==> src/rtl/gb_i2s_dac_tx.sv <==
// gb_i2s_dac_tx: buffers stereo APU samples and serialises them as I2S
// against codec-driven BCLK/LRCK, all oversampled on the system clock.
module gb_i2s_dac_tx #(
    parameter int DATA_WIDTH = 16,
    parameter int FIFO_DEPTH = 8
) (
    input  logic                          clk,
    input  logic                          reset,
    input  logic [DATA_WIDTH-1:0]         sample_left,
    input  logic [DATA_WIDTH-1:0]         sample_right,
    input  logic                          sample_valid,
    output logic                          sample_ready,
    input  logic                          aud_bclk,
    input  logic                          aud_daclrck,
    output logic                          aud_dacdat,
    output logic [$clog2(FIFO_DEPTH):0]   fifo_level,
    output logic                          underrun
);
    localparam int AW = $clog2(FIFO_DEPTH);
    localparam int CW = $clog2(DATA_WIDTH + 1);

    typedef enum logic [1:0] {SYNC_WAIT, LEFT, RIGHT} state_t;

    state_t                    state, state_nxt;
    logic [2:0]                bclk_sync, lr_sync;
    logic                      bclk_fall, lr_fall, lr_rise;
    logic [2*DATA_WIDTH-1:0]   mem [FIFO_DEPTH];
    logic [2*DATA_WIDTH-1:0]   fifo_dout;
    logic [AW-1:0]             wr_ptr, rd_ptr;
    logic [AW:0]               level_nxt;
    logic                      push, pop, fifo_empty;
    logic                      load_l, load_r, shift;
    logic [DATA_WIDTH-1:0]     shreg, hold_r;
    logic [CW-1:0]             bit_cnt;

    // [0],[1] are the two-flop synchroniser, [2] is the previous value for edge detect
    assign bclk_fall = bclk_sync[2] & ~bclk_sync[1];
    assign lr_fall   = lr_sync[2]   & ~lr_sync[1];
    assign lr_rise   = ~lr_sync[2]  &  lr_sync[1];

    assign fifo_empty = (fifo_level == '0);
    assign push       = sample_valid & sample_ready;
    assign pop        = load_l & ~fifo_empty;
    assign fifo_dout  = mem[rd_ptr];
    assign level_nxt  = fifo_level + {{AW{1'b0}}, push} - {{AW{1'b0}}, pop};

    // Codec clock synchronisers
    always_ff @(posedge clk) begin
        if (reset) begin
            bclk_sync <= '0;
            lr_sync   <= '0;
        end else begin
            bclk_sync <= {bclk_sync[1:0], aud_bclk};
            lr_sync   <= {lr_sync[1:0], aud_daclrck};
        end
    end

    // FIFO storage; contents need no reset since the pointers define validity
    always_ff @(posedge clk) begin
        if (push) mem[wr_ptr] <= {sample_left, sample_right};
    end

    // FIFO pointers, level and registered ready (looks ahead so a full FIFO never overflows)
    always_ff @(posedge clk) begin
        if (reset) begin
            wr_ptr       <= '0;
            rd_ptr       <= '0;
            fifo_level   <= '0;
            sample_ready <= 1'b0;
        end else begin
            if (push) wr_ptr <= wr_ptr + 1'b1;
            if (pop)  rd_ptr <= rd_ptr + 1'b1;
            fifo_level   <= level_nxt;
            sample_ready <= (level_nxt != (AW+1)'(FIFO_DEPTH));
        end
    end

    // Channel state register
    always_ff @(posedge clk) begin
        if (reset) state <= SYNC_WAIT;
        else       state <= state_nxt;
    end

    // Next state and load/shift strobes; an LR edge suppresses the coincident shift
    always_comb begin
        state_nxt = state;
        load_l    = 1'b0;
        load_r    = 1'b0;
        shift     = 1'b0;
        case (state)
            SYNC_WAIT: begin
                if (lr_fall) begin
                    state_nxt = LEFT;
                    load_l    = 1'b1;
                end
            end
            LEFT: begin
                if (lr_rise) begin
                    state_nxt = RIGHT;
                    load_r    = 1'b1;
                end else begin
                    shift = bclk_fall;
                end
            end
            RIGHT: begin
                if (lr_fall) begin
                    state_nxt = LEFT;
                    load_l    = 1'b1;
                end else begin
                    shift = bclk_fall;
                end
            end
            default: state_nxt = SYNC_WAIT;
        endcase
    end

    // Word load and serialiser; the left word goes straight from the FIFO into
    // the shifter, so only the right word needs holding until mid-frame
    always_ff @(posedge clk) begin
        if (reset) begin
            shreg      <= '0;
            hold_r     <= '0;
            bit_cnt    <= '0;
            aud_dacdat <= 1'b0;
            underrun   <= 1'b0;
        end else begin
            underrun <= 1'b0;
            if (load_l) begin
                bit_cnt <= CW'(DATA_WIDTH);
                if (fifo_empty) begin
                    shreg    <= '0;
                    hold_r   <= '0;
                    underrun <= 1'b1;
                end else begin
                    shreg  <= fifo_dout[2*DATA_WIDTH-1:DATA_WIDTH];
                    hold_r <= fifo_dout[DATA_WIDTH-1:0];
                end
            end else if (load_r) begin
                shreg   <= hold_r;
                bit_cnt <= CW'(DATA_WIDTH);
            end else if (shift) begin
                if (bit_cnt != '0) begin
                    aud_dacdat <= shreg[DATA_WIDTH-1];
                    shreg      <= {shreg[DATA_WIDTH-2:0], 1'b0};
                    bit_cnt    <= bit_cnt - 1'b1;
                end else begin
                    aud_dacdat <= 1'b0;
                end
            end
        end
    end
endmodule

==> config.mk <==
export PLATFORM = sky130hd
export DESIGN_NAME = gb_i2s_dac_tx
export DESIGN_NICKNAME = d
export VERILOG_FILES = /design/src/rtl/gb_i2s_dac_tx.sv
export SDC_FILE = /design/constraint.sdc
export NUM_CORES = 1
export LEC_CHECK = 0
export CAP_MARGIN = 25
export CELL_PAD_IN_SITES_DETAIL_PLACEMENT = 1
export CELL_PAD_IN_SITES_GLOBAL_PLACEMENT = 1
export CORE_MARGIN = 3
export CORE_UTILIZATION = 50
export DETAILED_ROUTE_END_ITERATION = 12
export DONT_BUFFER_PORTS = 1
export PLACE_DENSITY = 0.82
export SETUP_SLACK_MARGIN = 0.2
export SLEW_MARGIN = 30
export SYNTH_ARGS = -nofsm -noshare
export SYNTH_HDL_FRONTEND = slang
export SYNTH_SLANG_ARGS = --single-unit
==> constraint.sdc <==
create_clock -name clk -period 6 [get_ports clk]
set_input_delay 0.9 -clock clk [delete_from_list [all_inputs] [get_ports clk]]
set_output_delay 0.9 -clock clk [all_outputs]
set_load 0.005 [all_outputs]
==> results_dict.tcl, run 1 <==
set metrics [dict create \
    area_growth_pct 12.3 \
    worstPathCellList "inv_1 > ha_1 > and3b_1 > a21oi_1 > o31ai_4 > buf_6 > nor2_1 > a211oi_1" \
    critPathKind "reg -> reg" \
    grt_max_degree 58 \
    die_h_um 163 \
    multiInputGateArea_um2 3220 \
    synth.net_count 786 \
    maxSlewViolCount 0 \
    start_util_pct 51.6 \
    period_minus_slack_ns 2.60 \
    synth_area_leaders "edfxtp_1, dfxtp_1, mux4_2" \
    final_util_pct 58.0 \
    cts_setup_buffers 0 \
    reg2reg_depth 8 \
    status "finished, final reports clean" \
    synthTopCellsByCount "edfxtp_1, nand2_1, dfxtp_1, mux4_2, mux2i_1" \
    tightest_slew_ns 0.937 \
    leakage_nw 4.33 \
    antenna_found_initial 0 \
    required_ns 6.37 \
    fin_crit_sh_pct 43.3 \
    powerDensity_nw_per_um2 355 \
    yosys.area.top_type "edfxtp_1" \
    totalWireLength_um 26800 \
    cts_buffers 34 \
    synth_edf_count 256 \
    fillCellCount 2171 \
    drtAntennaViolNets 0 \
    slowest_delay_ns 0.64 \
    nets 797 \
    clock_path_buffers 3 \
    holdPathStages 1 \
    worst_path_max_delay_cell "and3b_1" \
    tritoncts "yes" \
    relSlewSlack_pct 37.5 \
    hpwl_um 15100 \
    dpl_cell_area_um2 12700 \
    drive_gt1_share_pct 17.3 \
    dieArea_um2 26500 \
    min_to "bclk_sync[1]" \
    htreeDepth 2 \
    cts.sinks 317 \
    hold_violations 0 \
    setup_viol 0 \
    critPathLaunchType "register" \
    synth_flop_cell "edfxtp_1" \
    grt_first_pass_wirelength_um 42100 \
    drt-pass1-iter-count 5 \
    grt.total_usage_pct 20.8 \
    reg2reg_slack_ns 3.40 \
    async_flop_share_pct 0 \
    rsz0062_at_grt "false" \
    gp_congestion 0.790 \
    cp-end-kind "register" \
    row_count 56 \
    finalSetupTns_ns 0 \
    syn_avg_cell_area_um2 16.7 \
    clk_pin_slew_ns 0.06 \
    hold_buffers 0 \
    final_cell_area_um2 13800 \
    synth_cell_types 48 \
    diodes 0 \
    vias 6538 \
    hp-start "bclk_sync[0]" \
    ys_seq_area_share_pct 72.4 \
    cp-startpoint "state[1]" \
    vias_per_cell 5.98 \
    grt_overflow 0 \
    clock_latency_ns 0.52 \
    fin_worst_skew_ns 0.0313 \
    netlist.area_leader.share_pct 62.5 \
    cp_max_fo 19 \
    regToRegEndpoint "shreg[12]" \
    yosys_warnings 0 \
    ys_ff_latch 317 \
    cts_resized 0 \
    fmaxAchievable_mhz 385 \
    vdd_ir_drop_max_mv 0.286 \
    hold_class "reg -> reg" \
    cp.arrival_ns 2.97 \
    synth_most_common_cell "edfxtp_1" \
    cts_root_buf "clkbuf_16" \
    wl_per_cell_um 24.5 \
    synth_area_um2 12300 \
    r2r_start "state[1]" \
    core_region_area_um2 23800 \
    die_w_um 163 \
    seq_area_um2 8910 \
    syn_inst 737 \
    cap_violations 0 \
    io_pins 44 \
    drt-initial-drc-count 579 \
    grt_pass1_vias 7250 \
    finalPower_mw 4.91 \
    drcViolationCount 0 \
    port_buffers 0 \
]
==> stage by stage <==
stage	setup slack (ns)	std cells	hold slack, ns
finish	3.40	1093	0.450
global route	3.20	1093	0.440
CTS	3.47	1093	0.439
detailed placement	3.51	1031	0.433
global placement	3.64	1030	0.438
floorplan	1.34	737	0.414
==> worst max-delay path by stage <==
stage	end	slack [ns]	cells after the start
after floorplan	mem[0][0]	1.34	2
after global placement	shreg[0]	3.64	6
after detailed placement	sample_ready	3.51	10
after CTS	shreg[12]	3.47	8
after global routing	shreg[3]	3.20	8
final	shreg[12]	3.40	8
==> layer usage <==
layer	global-route usage [%]	wire length, um
met5	0	0
met4	6.50	694
met3	4.68	1560
met2	35.5	13600
met1	26.7	10900
==> cell usage in the layout, fill, tap and decap left out, types with 3 or more instances in the layout <==
cell type,netlist,final
nor2b_1,15,15
xor2_1,4,4
dfxtp_1,61,58
mux2i_1,43,43
clkbuf_16,0,35
nor2_4,0,3
o211ai_1,6,6
buf_4,9,12
mux4_2,48,48
edfxtp_1,256,256
ha_1,11,11
inv_1,10,10
xnor2_1,5,5
nand2b_1,14,14
clkinv_2,0,8
a311oi_1,6,6
a22oi_1,10,10
clkbuf_1,15,8
clkbuf_8,0,3
o21ai_0,18,18
nand2_1,73,73
nand3_1,4,4
a211oi_1,17,17
bufinv_16,0,3
nor2_1,40,37
a21oi_1,8,8
a32oi_1,9,9
a31oi_1,7,7
nor3_2,0,5
==> worst max-delay path, delay by kind of cell, from the launching register on <==
kind | cells | cell delay (ns)
AOI/OAI and AO/OA | 3 | 0.78
and+or+nand+nor | 2 | 0.70
buffers and inverters | 2 | 0.38
DFF | 1 | 0.35
adders and majority gates | 1 | 0.26
==> logic make-up after synthesis <==
| logic type | share of synthesized area (%) |
|---|---|
| flip-flops | 72.4 |
| AO/OA/AOI/OAI | 5.06 |
| adder cells (fa/ha/maj) | 1.28 |
| AND/OR/NAND/NOR | 6.30 |
| multiplexers | 12.4 |
| XOR/XNOR | 0.641 |
| buffers and inverters | 1.93 |
==> layout make-up <==
| type | count | area share (%) |
|---|---|---|
| multi-input combinational | 371 | 23.3 |
| sequential | 317 | 64.5 |
| clock inverter | 16 | 1.32 |
| tap | 319 | 2.89 |
| clock buffer | 46 | 6.86 |
| inverter | 10 | 0.272 |
| timing repair buffer | 14 | 0.815 |
==> power by group <==
part,leakage (nW),switching [mW],internal (mW)
combinational,0.962,0.180,0.124
sequential,2.81,0.0428,2.48
clock,0.556,0.839,1.25
total,4.33,1.06,3.85
==> registers in the layout (all words and copies together) (netlist names), named ones only <==
name,count
sample_ready,1
state,2
bclk_sync,3
hold_r,16
wr_ptr,3
underrun,1
lr_sync,3
fifo_level,4
bit_cnt,5
rd_ptr,3
aud_dacdat,1
shreg,16
mem,256
Note: power is estimated with default switching activity, not from simulation.
==> run 2: changes to the inputs <==
clock period = 2.5 ns   (was 6 ns; I/O delays follow)
==> results_dict.tcl, run 2 (synthesis gave the netlist of run 1 again) <==
set metrics [dict create \
    largest_reg_flops 256 \
    vias 6704 \
    io_pins 44 \
    cp_max_fo 4 \
    relSlewSlack_pct 55.2 \
    cp-startpoint "state[0]" \
    drive_gt1_share_pct 19.0 \
    layout_common_cells "edfxtp_1, nand2_1, dfxtp_1" \
    cp-endpoint "sample_ready" \
    cap_violations 0 \
    hold_violations 0 \
    nets 848 \
    grt_overflow 0 \
    biggestRegsByFlops "mem (256), hold_r (16), shreg (16)" \
    die_h_um 163 \
    regToRegEndpoint "sample_ready" \
    antenna_found_initial 1 \
    reg2reg_depth 10 \
    fin_worst_skew_ns 0.0109 \
    clock_latency_ns 0.57 \
    die_w_um 163 \
    maxSlewViolCount 0 \
    fin_crit_sh_pct 88.3 \
    dpl_cell_area_um2 12900 \
    cts_root_buf "clkbuf_16" \
    drt-initial-drc-count 439 \
    grt_max_degree 42 \
    gp_congestion 0.773 \
    vdd_ir_drop_max_mv 0.663 \
    hold_slack_ns 0.0843 \
    grt_first_pass_wirelength_um 43500 \
    drcViolationCount 0 \
    row_count 56 \
    hold_class "in -> reg" \
    clk_pin_slew_ns 0.06 \
    cts_buffers 31 \
    max_flop_register "mem" \
    r2r_start "state[0]" \
    drt-pass1-iter-count 5 \
    reg2reg_slack_ns 0.29 \
    fmaxAchievable_mhz 453 \
    core_region_area_um2 23800 \
    powerDensity_nw_per_um2 804 \
    critPathLaunchType "register" \
    grt_pass1_vias 7387 \
    start_util_pct 51.6 \
    critPathKind "reg -> reg" \
    cp.arrival_ns 2.65 \
    vias_per_cell 5.87 \
    rsz0062_at_grt "true" \
    leakage_nw 4.52 \
    finalSetupTns_ns 0 \
    cts.sinks 317 \
    totalWireLength_um 27900 \
    grt.total_usage_pct 21.6 \
    setup_viol 0 \
    drtAntennaViolNets 0 \
    dieArea_um2 26500 \
    tightest_slew_ns 0.667 \
    final_common_cell "edfxtp_1" \
    port_buffers 0 \
    htreeDepth 1 \
    tritoncts "yes" \
    required_ns 2.94 \
    wl_per_cell_um 24.4 \
    final_cell_area_um2 14400 \
    period_minus_slack_ns 2.21 \
    cp-end-kind "register" \
    area_growth_pct 16.6 \
    status "finished, final reports clean" \
    clock_path_buffers 3 \
    hpwl_um 16300 \
]
## run 2: cell type report
cell class              count  area (um^2)
diodes                      1         2.50
flip-flops and latches    317         8920
fillers                  2133         9470
inverters                  10         37.5
clock buffers              36          795
well taps                 319          399
repair buffers             68          723
multi-input cells         371         3270
clock inverters            21          203
## run 2: worst max-delay path, stage by stage, from the launching register on
cell     delay [ns]
dfxtp_2        0.34
inv_1          0.09
ha_2           0.22
nor2_2         0.05
nor3_2         0.23
buf_4          0.16
xnor2_1        0.12
ha_2           0.23
fa_1           0.44
nor2_1         0.12
a31oi_1        0.08
## run 2: how the worst min path moves through the flow
stage,cells past startpoint,endpoint,start
floorplan,1,bclk_sync[1],bclk_sync[0]
global placement,1,bclk_sync[1],bclk_sync[0]
detailed placement,1,lr_sync[1],lr_sync[0]
CTS,3,wr_ptr[2],sample_valid
global route,3,wr_ptr[2],sample_valid
finish,3,wr_ptr[2],sample_valid
## run 2: through the flow
stage	power (mW)	utilization, %	instances	setup slack (ns)
2_1_floorplan	6.67	-	737	-0.000231
3_3_place_gp	6.88	54.3	1047	0.407
3_5_place_dp	6.97	54.3	1047	0.144
4_1_cts	11.6	60.2	1142	0.210
5_1_grt	11.9	60.2	1143	0.188
6_report	11.5	60.2	1143	0.292
## run 2: power by group
| part | internal [mW] | switching, mW |
|---|---|---|
| registers | 5.94 | 0.125 |
| logic | 0.394 | 0.535 |
| clock network | 2.60 | 1.95 |
| total | 8.93 | 2.61 |
## run 2: repair_timing
action | CTS | global route
resized for setup | 2 | 8
buffers inserted | 2 | 0
endpoints found under the setup margin | 2 | 6
pin swaps | 1 | 4
cloned | 0 | 0
hold buffers | 36 | 0
hold endpoints to repair | 297 | 0
## run 2: routing by layer
layer | routed length [um] | part of all wire [%] | GRT usage [%]
met5 | 0 | 0 | 0
met4 | 720 | 2.6 | 5.38
met3 | 1580 | 5.7 | 3.79
met2 | 14500 | 52 | 38.1
met1 | 11100 | 40 | 27.9
